[src/rtl/debug_unlock_pkg.sv]
// Shared types and default parameters for the debug-unlock controller.
// Timer width helper sizes one counter for both the unlock and backoff windows.
package debug_unlock_pkg;

  typedef enum logic [2:0] {
    IDLE,
    CHECK,
    UNLOCKED,
    BACKOFF,
    LOCKOUT
  } state_t;

  localparam int          DEF_KEY_W          = 16;
  localparam logic [15:0] DEF_UNLOCK_KEY     = 16'hA5C3;
  localparam int          DEF_MAX_FAIL       = 3;
  localparam int          DEF_UNLOCK_CYCLES  = 1024;
  localparam int          DEF_BACKOFF_CYCLES = 64;

  function automatic int timer_width(int a, int b);
    int m;
    m = (a > b) ? a : b;
    return (m > 1) ? $clog2(m) : 1;
  endfunction

endpackage

[src/rtl/unlock_timer.sv]
// Loadable down-counter; load wins over enable, counting stops at zero.
// zero is a combinational decode of the registered count.
module unlock_timer #(
  parameter int W = 10
) (
  input  logic         clk,
  input  logic         resetn,
  input  logic         load,
  input  logic [W-1:0] load_val,
  input  logic         en,
  output logic         zero
);

  logic [W-1:0] count;

  always_ff @(posedge clk or negedge resetn) begin
    if (!resetn) begin
      count <= '0;
    end else if (load) begin
      count <= load_val;
    end else if (en && (count != '0)) begin
      count <= count - W'(1);
    end
  end

  assign zero = (count == '0);

endmodule

[src/rtl/debug_unlock_ctrl.sv]
// Key-gated debug unlock with fail counting, backoff and terminal lockout; sticky config lock.
// Key accept -> debug_mode one cycle later; key_ready low (no capture) whenever not IDLE.
module debug_unlock_ctrl
  import debug_unlock_pkg::*;
#(
  parameter int               KEY_W          = DEF_KEY_W,
  parameter logic [KEY_W-1:0] UNLOCK_KEY     = DEF_UNLOCK_KEY,
  parameter int               MAX_FAIL       = DEF_MAX_FAIL,
  parameter int               UNLOCK_CYCLES  = DEF_UNLOCK_CYCLES,
  parameter int               BACKOFF_CYCLES = DEF_BACKOFF_CYCLES
) (
  input  logic                            clk,
  input  logic                            resetn,
  input  logic                            key_valid,
  output logic                            key_ready,
  input  logic [KEY_W-1:0]                key_data,
  input  logic                            relock,
  input  logic                            lock_cfg_done,
  output logic                            lock_out,
  output logic                            debug_mode,
  output logic                            lockout,
  output logic [$clog2(MAX_FAIL+1)-1:0]   fail_cnt
);

  localparam int FW = $clog2(MAX_FAIL + 1);
  localparam int TW = timer_width(UNLOCK_CYCLES, BACKOFF_CYCLES);

  localparam logic [TW-1:0] UNLOCK_LOAD  = TW'(UNLOCK_CYCLES - 1);
  localparam logic [TW-1:0] BACKOFF_LOAD = TW'(BACKOFF_CYCLES - 1);
  localparam logic [FW-1:0] FAIL_MAX     = FW'(MAX_FAIL);

  state_t          state;
  state_t          state_nxt;
  logic [KEY_W-1:0] key_q;
  logic [FW-1:0]   fail_nxt;
  logic            key_match;
  logic            timer_load;
  logic [TW-1:0]   timer_load_val;
  logic            timer_en;
  logic            timer_zero;

  assign key_ready = (state == IDLE);
  assign key_match = (key_q == UNLOCK_KEY);

  unlock_timer #(
    .W(TW)
  ) u_timer (
    .clk      (clk),
    .resetn   (resetn),
    .load     (timer_load),
    .load_val (timer_load_val),
    .en       (timer_en),
    .zero     (timer_zero)
  );

  always_comb begin
    state_nxt      = state;
    fail_nxt       = fail_cnt;
    timer_load     = 1'b0;
    timer_load_val = UNLOCK_LOAD;
    timer_en       = 1'b0;
    case (state)
      IDLE: begin
        if (key_valid) begin
          state_nxt = CHECK;
        end
      end
      CHECK: begin
        if (key_match) begin
          fail_nxt       = '0;
          timer_load     = 1'b1;
          timer_load_val = UNLOCK_LOAD;
          state_nxt      = UNLOCKED;
        end else begin
          // Saturating increment: the count can never wrap past MAX_FAIL.
          if (fail_cnt != FAIL_MAX) begin
            fail_nxt = fail_cnt + FW'(1);
          end
          if (fail_nxt == FAIL_MAX) begin
            state_nxt = LOCKOUT;
          end else begin
            timer_load     = 1'b1;
            timer_load_val = BACKOFF_LOAD;
            state_nxt      = BACKOFF;
          end
        end
      end
      UNLOCKED: begin
        if (relock || timer_zero) begin
          state_nxt = IDLE;
        end else begin
          timer_en = 1'b1;
        end
      end
      BACKOFF: begin
        if (timer_zero) begin
          state_nxt = IDLE;
        end else begin
          timer_en = 1'b1;
        end
      end
      LOCKOUT: begin
        state_nxt = LOCKOUT;
      end
      default: begin
        state_nxt = IDLE;
      end
    endcase
  end

  // Status outputs are registered from next-state so they change cleanly on the edge.
  always_ff @(posedge clk or negedge resetn) begin
    if (!resetn) begin
      state      <= IDLE;
      fail_cnt   <= '0;
      key_q      <= '0;
      debug_mode <= 1'b0;
      lockout    <= 1'b0;
      lock_out   <= 1'b0;
    end else begin
      state      <= state_nxt;
      fail_cnt   <= fail_nxt;
      debug_mode <= (state_nxt == UNLOCKED);
      lockout    <= (state_nxt == LOCKOUT);
      lock_out   <= lock_out | lock_cfg_done;
      if (key_valid && key_ready) begin
        key_q <= key_data;
      end
    end
  end

endmodule

[config.mk]
export PLATFORM = sky130hd
export DESIGN_NAME = debug_unlock_ctrl
export DESIGN_NICKNAME = d
export VERILOG_FILES = /design/src/rtl/debug_unlock_pkg.sv /design/src/rtl/unlock_timer.sv /design/src/rtl/debug_unlock_ctrl.sv
export SDC_FILE = /design/constraint.sdc
export NUM_CORES = 1
export LEC_CHECK = 0
export ABC_AREA = 1
export BUFFER_PORTS_ARGS = -buffer_cell sky130_fd_sc_hd__buf_2
export CELL_PAD_IN_SITES_DETAIL_PLACEMENT = 0
export CELL_PAD_IN_SITES_GLOBAL_PLACEMENT = 1
export CORE_UTILIZATION = 25
export DETAILED_ROUTE_END_ITERATION = 16
export GPL_ROUTABILITY_DRIVEN = 0
export GPL_TIMING_DRIVEN = 1
export PLACE_DENSITY = 0.52
export SYNTH_ARGS = -nofsm -noshare
export SYNTH_HDL_FRONTEND = slang
export SYNTH_SLANG_ARGS = --single-unit
[constraint.sdc]
create_clock -name clk -period 2.15 [get_ports clk]
set_clock_uncertainty 0.05 [all_clocks]
set_input_delay 0.3225 -clock clk [delete_from_list [all_inputs] [get_ports clk]]
set_output_delay 0.3225 -clock clk [all_outputs]
set_load 0.03 [all_outputs]
==> summary.md, run 1 <==
| Metric | Value |
|---|---|
| Status | complete, but fails checks |
| Failing checks | design-rule violations |
| Final setup violation count | 0 |
| Largest fanout of any net on the critical path | 8 |
| Die Y | about 84 microns |
| Number of port buffers | 26 |
| Antenna diode count | 0 |
| Die ar. | around 0.0071 sq mm |
| Drt total wl | around 3400 microns |
| Data arrival at the endpoint of the critical path | around 1.9 ns |
| Mean Syn Cell Area | around 9.5 sq um |
| Largest net degree at the start of global routing | 35 |
| Final sum of negative setup slack | 0 ns |
| Total number of vias | 1228 |
| Min cycle time layout | about 1.8 ns |
| Cell area after placement | between 0.0015 and 0.002 sq mm |
| Critical Path Start Type | register |
| Final instance area | about 0.0020 sq mm |
| Stage delay of the slowest cell on the critical path | roughly 0.38 ns |
| Type of the tightest min-delay check | in -> async |
| Fill cell count | around 670 |
| CTS hold repair buffers | 0 |
| Achievable frequency | roughly 560 MHz |
| Via density per instance | around 4.3 |
| Cell count after synthesis | 178 |
| First-pass GRT wire length | around 6000 microns |
| Total power per unit cell area | between 600 and 700 mW/mm^2 |
| Residual antenna-violating net count after detailed routing | 0 |
| Netlist area before placement | 0.00168 sq mm |
| GRT Residual Overflow | 0 |
| Pre-CTS setup slack | between 0.3 and 0.4 ns |
| Worst-Margin Slew | 0.761 ns |
| Root buf cell | clkbuf_8 |
| Setup CP Type | reg -> reg |
| Share of final-layout standard cells stronger than drive strength 1 | slightly below 30% |
| Horiz. Die Dim | ~84 microns |
| Total global routing track utilization | between 10% and 20% |
| CTS HTree Levels | 2 |
| Post-route clock period utilization | a little over 80% |
| Post-cts repair resize count | 0 |
| HPWL reported at the end of detailed placement | 2480 microns |
| Yosys synthesis warning count | 0 |
| Sequential element share of the synthesized area | roughly half |
| Cells along the critical path | inv_1 > ha_1 > nand2_1 > nor2_1 > nand3_1 > nand2_2 > inv_2 > a21oi_1 > nand2_1 |
| Filler-free cell count of the finished design | between 200 and 300 |
| Top cell type by total area after synthesis | dfrtp_1 |
| Top cells by area, synth | dfrtp_1 51%, nand2_1 9.6%, mux2_4 8.0% |
| Post-route DRC | 2 |
| Max-cap check violation count | 0 |
| Final hold viol count | 0 |
| Io pins | 27 |
| Largest vdd supply drop | ~0.17 mV |
| Area growth from synthesis to layout | 19.0% |
| Final count of pins violating max slew | 0 |
| Clock insertion delay at the later pin of the skew report | 0.28 ns |
| RSZ-0062 raised after global routing | no |
| Number of buffers on the longest clock path | 2 |
| Net count of the finished layout | between 200 and 250 |
| Most common cell after layout, fill and taps aside | nand2_1 |
| Setup WS post-layout | between 0.3 and 0.4 ns |
| Std-Cell Rows | 29 |
| Number of antenna violations at the first check in global routing | 0 |
| Via count of the first global-routing pass | around 1200 |
| Cell seen most often among critical-path stages | nand2_1 |
| Pwr Total | ~1.3 mW |
| Drt initial violations | between 40 and 50 |
| DRT Pass-1 Iters | 10 |
| Synthesized netlist net count | 200 |
| Most used cells in the layout excluding fill and tap cells | 43 x nand2_1, 34 x dfrtp_1, 26 x buf_2, 24 x nor2_1, 15 x inv_1 |
| Seq cells post-synth | 34 |
| Number of CTS-inserted buffers | 5 |
| Clk slew on worst S/H paths | 0.07 ns |
| Cell at the slowest stage of the critical path | dfrtp_1 |
| Sort of element at the end of the critical path | register |
| Avg WL per Cell | around 12 microns |
| Worst slew margin relative to its limit | slightly below 50% |
| Required time of the worst setup path | 2.26 ns |
| Fraction of synthesized cell area taken by the top area cell type | 50.6% |
| TritonCTS sink count | 34 |
| Core area | between 0.006 and 0.007 sq mm |
| Number of cells in the design after placement | 280 |
| TritonCTS clock tree | done |
| Leakage power total | 1.00 nW |
| Starting density of the core | 26.2% |
| Number of distinct library cells after synthesis | 25 |
| Post-CTS Repair Setup Buffers | 0 |
synth_stat cells, drive strengths merged:
master / n
nand2: 46
dfrtp: 34
nor2: 26
inv: 18
mux2: 16
a21oi: 10
nand3: 10
o21ai: 6
nand3b: 2
nand4: 2
o22ai: 2
buf: 1
ha: 1
nor3: 1
o211ai: 1
or2: 1
xnor2: 1
flip-flops by register name, indices dropped and copies added (netlist names):
name	count
key_q	16
u_timer.count	10
state	3
fail_cnt	2
debug_mode	1
lock_out	1
lockout	1
cell families (layout without fill, tap and decap cells):
| kind of cell | count (synthesis) | count (layout) | synth area share, % |
|---|---|---|---|
| adder cells (fa/ha/maj) | 1 | 1 | 0.743 |
| AND/OR/NAND/NOR | 88 | 88 | 24.1 |
| multiplexers | 16 | 16 | 12.7 |
| buffers and inverters | 19 | 51 | 5.20 |
| XOR/XNOR | 1 | 1 | 0.521 |
| flip-flops | 34 | 34 | 50.6 |
| AO/OA/AOI/OAI | 19 | 19 | 6.17 |
layout make-up:
class | instances | area (sq um) | share of cell area [%]
sequential | 34 | 851 | 42.5
multi-input combinational | 125 | 744 | 37.2
timing repair buffer | 26 | 130 | 6.50
tap | 77 | 96.3 | 4.81
clock buffer | 6 | 82.6 | 4.13
inverter | 18 | 67.6 | 3.38
clock inverter | 1 | 30.0 | 1.50
through the flow:
| step | utilization, % | hold WS [ns] |
|---|---|---|
| floorplan | - | -0.0231 |
| detailed placement | 29.4 | 0.399 |
| finish | 31.2 | 0.0602 |
| global route | 31.2 | 0.134 |
| global placement | 29.4 | 0.401 |
| CTS | 31.2 | 0.0973 |
power by group:
| group | switching, mW | internal [mW] |
|---|---|---|
| Sequential | 0.0000000000000000196 | 0.639 |
| Clock | 0.220 | 0.371 |
| Combinational | 0.0176 | 0.0131 |
| Total | 0.238 | 1.02 |
critical path, delay by kind of cell (launching register included):
family                   cells  cell delay, ns
AO/OA/AOI/OAI                1            0.15
adder cells (fa/ha/maj)      1            0.24
buffers and inverters        2            0.27
AND/OR/NAND/NOR              5            0.57
flip-flops                   1            0.38
path summary, 6_finish.rpt:
path                             startpoint  cells after the start  slack [ns]                to
min in group clk              lock_cfg_done                      2        0.18          lock_out
setup / recovery           u_timer.count[0]                      9        0.37  u_timer.count[4]
hold reg to reg                    lock_out                      1        0.42          lock_out
hold / removal                       resetn                      1        0.06          key_q[1]
setup reg to reg           u_timer.count[0]                      9        0.37  u_timer.count[4]
max in group asynchronous            resetn                      1        1.50  u_timer.count[1]
per-layer routing:
layer / up-vias / GRT usage (%) / part of all wire [%]
met3: 5 / 2.47 / 3.3
met5: - / 0 / 0
met1: 559 / 14.8 / 52
met4: 0 / 5.17 / 1.7
met2: 23 / 15.8 / 43
li1: 641 / - / -
No activity file was read; power rests on OpenSTA's default activity.
==> run 2, diff against run 1 <==
--- a/config.mk
+++ b/config.mk
@@ -13,7 +13,7 @@
 export DETAILED_ROUTE_END_ITERATION = 16
 export GPL_ROUTABILITY_DRIVEN = 0
 export GPL_TIMING_DRIVEN = 1
-export PLACE_DENSITY = 0.52
+export PLACE_DENSITY = 0.54
 export SYNTH_ARGS = -nofsm -noshare
 export SYNTH_HDL_FRONTEND = slang
 export SYNTH_SLANG_ARGS = --single-unit
==> constraint.sdc (replaced) <==
create_clock -name clk -period 1.6 [get_ports clk]
set_clock_uncertainty 0.05 [all_clocks]
set_input_delay 0.24 -clock clk [delete_from_list [all_inputs] [get_ports clk]]
set_output_delay 0.24 -clock clk [all_outputs]
set_load 0.03 [all_outputs]
==> run 2 against run 1 <==
  * The flow still finishes with violations (design-rule violations)
  * Largest cell class unchanged
  * Largest power group unchanged
  * Combinational power grew 62%
  * Sequential power grew 34%
  * Routed wire length grew 8.3%
  * Die area is the same
  * Highest routed layer unchanged
  * Non-clock buffer count grew 15
  * Fmax grew 14%
==> summary.md, run 2 (synthesis gave the netlist of run 1 again) <==
| Metric | Value |
|---|---|
| Status | complete, but fails checks (unchanged) |
| Failing checks | design-rule violations (unchanged) |
| Worst slew margin relative to its limit | 75.8% (was 49.3%) |
| GRT Residual Overflow | 0 (unchanged) |
| Largest net degree at the start of global routing | 22 (was 35) |
| Most common cell after layout, fill and taps aside | nand2_1 (unchanged) |
| Critical Path Start Type | register (unchanged) |
| Via count of the first global-routing pass | 1270 (was 1243) |
| Setup CP Type | reg -> reg (unchanged) |
| Biggest register | key_q (unchanged) |
| Number of port buffers | 26 (unchanged) |
| Total number of vias | 1321 (was 1228) |
| FF+latch area | 852 sq um (was 851 sq um) |
| Flip-flop count of the largest register after layout | 16 (unchanged) |
| Via density per instance | 4.36 (was 4.28) |
| Die Y | 84.0 microns (unchanged) |
| Required time of the worst setup path | 1.72 ns (was 2.26 ns) |
| Antenna diode count | 0 (unchanged) |
| Most used cells in the layout excluding fill and tap cells | 41 x nand2_1, 33 x dfrtp_1, 25 x buf_2, 20 x nor2_1 (was 43 x nand2_1, 34 x dfrtp_1, 26 x buf_2, 24 x nor2_1, 15 x inv_1) |
| Drt initial violations | 38 (was 42) |
| First-pass GRT wire length | 6130 microns (was 5880 microns) |
| Total global routing track utilization | 11.4% (was 10.8%) |
| Area growth from synthesis to layout | 30.3% (was 19.0%) |
| Worst R2R Setup Slack | 0.04 ns (was 0.37 ns) |
| Avg WL per Cell | 12.0 microns (was 11.7 microns) |
| Data arrival at the endpoint of the critical path | 1.68 ns (was 1.89 ns) |
| Post-route DRC | 2 (unchanged) |
| Clock insertion delay at the later pin of the skew report | 0.29 ns (was 0.28 ns) |
| Final count of pins violating max slew | 0 (unchanged) |
| Multi-input logic area | 820 sq um (was 744 sq um) |
| DRT Pass-1 Iters | 10 (unchanged) |
| TritonCTS clock tree | done (unchanged) |
| Number of CTS-inserted buffers | 5 (unchanged) |
| Number of cells traversed by the worst register-to-register path | 9 (unchanged) |
| Post-route clock period utilization | 97.4% (was 82.7%) |
| Number of antenna violations at the first check in global routing | 0 (unchanged) |
| Io pins | 27 (unchanged) |
| Clk slew on worst S/H paths | 0.07 ns (about the same) |
| Cell seen most often among critical-path stages | nor2_4 (was nand2_1) |
| Startpoint of the worst setup timing path | u_timer.count[0] (unchanged) |
| Number of buffers on the longest clock path | 2 (unchanged) |
| RSZ-0062 raised after global routing | yes (was no) |
| Launch point of the worst reg-to-reg path | u_timer.count[0] (unchanged) |
| HPWL reported at the end of detailed placement | 2690 microns (was 2480 microns) |
| Hold Path Origin | lock_cfg_done |
| Final hold viol count | 0 (unchanged) |
| Share of the core filled with cells in the final layout | 34.2% (was 31.2%) |
| Largest fanout of any net on the critical path | 7 (was 8) |
| Share of final-layout standard cells stronger than drive strength 1 | 41.2% (was 29.0%) |
| Type of the tightest min-delay check | in -> reg (was in -> async) |
| Drt total wl | 3630 microns (was 3350 microns) |
| Achievable frequency | 641 MHz (was 563 MHz) |
| Largest vdd supply drop | 0.249 mV (was 0.170 mV) |
| Starting density of the core | 26.2% (unchanged) |
| Largest registers | key_q x16, u_timer.count x10, state x3 (unchanged) |
| Pre-CTS setup slack | 0.0154 ns (was 0.356 ns) |
| Net count of the finished layout | 247 (was 232) |
| Horiz. Die Dim | 84.0 microns (unchanged) |
| Fill cell count | 678 (was 672) |
| Sort of element at the end of the critical path | register (unchanged) |
| Total power per unit cell area | 723 mW/mm^2 (was 630 mW/mm^2) |
| Core area | 0.00642 sq mm (unchanged) |
| Worst-Margin Slew | 0.363 ns (was 0.761 ns) |
| Leakage power total | 1.08 nW (was 1.00 nW) |
| Root buf cell | clkbuf_8 (unchanged) |
| Worst Hold Endpoint | lock_out |
| Stage delay of the slowest cell on the critical path | 0.40 ns (was 0.38 ns) |
| Std-Cell Rows | 29 (unchanged) |
| TritonCTS sink count | 34 (unchanged) |
| Residual antenna-violating net count after detailed routing | 0 (unchanged) |
| CTS HTree Levels | 2 (unchanged) |
| Cells along the critical path | inv_2 > ha_4 > nand2_2 > nor2_4 > nand3_2 > nand2_4 > nand3_4 > nor2_4 > a21oi_2 (was inv_1 > ha_1 > nand2_1 > nor2_1 > nand3_1 > nand2_2 > inv_2 > a21oi_1 > nand2_1) |
| Setup WS post-layout | 0.0410 ns (was 0.373 ns) |
| Cell depth of the worst hold path | 2 |
| Final setup violation count | 0 (unchanged) |
| Max-cap check violation count | 0 (unchanged) |
| Min cycle time layout | 1.56 ns (was 1.78 ns) |
| Cell at the slowest stage of the critical path | dfrtp_1 (unchanged) |
| Die ar. | 0.00706 sq mm (unchanged) |
| Worst r2r dst | u_timer.count[7] (was u_timer.count[4]) |
==> run 2: cell count changes in the layout (fill, tap and decap cells not counted), sizes merged <==
cell,delta
clkinvlp,+1
clkinv,+1
buf,+13
clkbuf,+1
dlygate4sd3,+1
bufinv,-1
==> run 2: worst max-delay path by stage <==
| stage | endpoint | slack [ns] | depth (start not counted) |
|---|---|---|---|
| final | u_timer.count[7] | 0.04 | 9 |
| after floorplan | u_timer.count[0] | 0.02 | 9 |
| after CTS | u_timer.count[4] | 0.009 | 9 |
| after global routing | u_timer.count[7] | -0.04 | 9 |
| after global placement | u_timer.count[4] | 0.05 | 9 |
| after detailed placement | u_timer.count[7] | 0.02 | 9 |
==> run 2: final cells by class <==
type,count,area share (%)
inverters,18,3.19
clock buffers,6,3.76
clock inverters,2,0.570
repair buffers,41,11.9
well taps,77,4.39
flip-flops and latches,34,38.8
multi-input cells,125,37.4
==> run 2: repair_timing <==
action | CTS | global route
endpoints found under the hold margin | 13 | 0
hold buffers | 1 | 0
endpoints found under the setup margin | 0 | 13
setup buffers | 0 | 1
resized for setup | 0 | 24
==> run 2: per-layer routing <==
metal | GRT usage, % | vias up | wire length [microns]
met5 | 0 | - | 0
met4 | 6.11 | 0 | 87
met3 | 3.17 | 5 | 125
met2 | 16.9 | 19 | 1650
met1 | 15.1 | 622 | 1770
li1 | - | 675 | -
==> run 2: stage by stage <==
stage | setup TNS, ns | power [mW] | cell area [sq um] | hold slack [ns] | cells
after floorplan | 0 | 0.877 | 1680 | -0.106 | 178
after global placement | 0 | 0.925 | 2000 | 0.124 | 293
after detailed placement | 0 | 0.926 | 2000 | 0.129 | 293
after CTS | 0 | 1.62 | 2100 | 0.0785 | 302
after global routing | -0.153 | 1.65 | 2190 | 0.0959 | 303
final | 0 | 1.59 | 2190 | 0.0850 | 303
==> run 2: report_power, final <==
group,internal [mW],total [mW],switching (mW)
logic,0.0240,0.0497,0.0257
clock network,0.346,0.678,0.332
registers,0.859,0.859,0.0000000000000000259
total,1.23,1.59,0.357
==> run 2: critical path, delay by kind of cell (launching register included) <==
kind,cells,cell delay [ns]
AND/OR/NAND/NOR,6,0.73
flip-flops,1,0.40
buffers and inverters,1,0.09
AO/OA/AOI/OAI,1,0.04
adder cells (fa/ha/maj),1,0.13
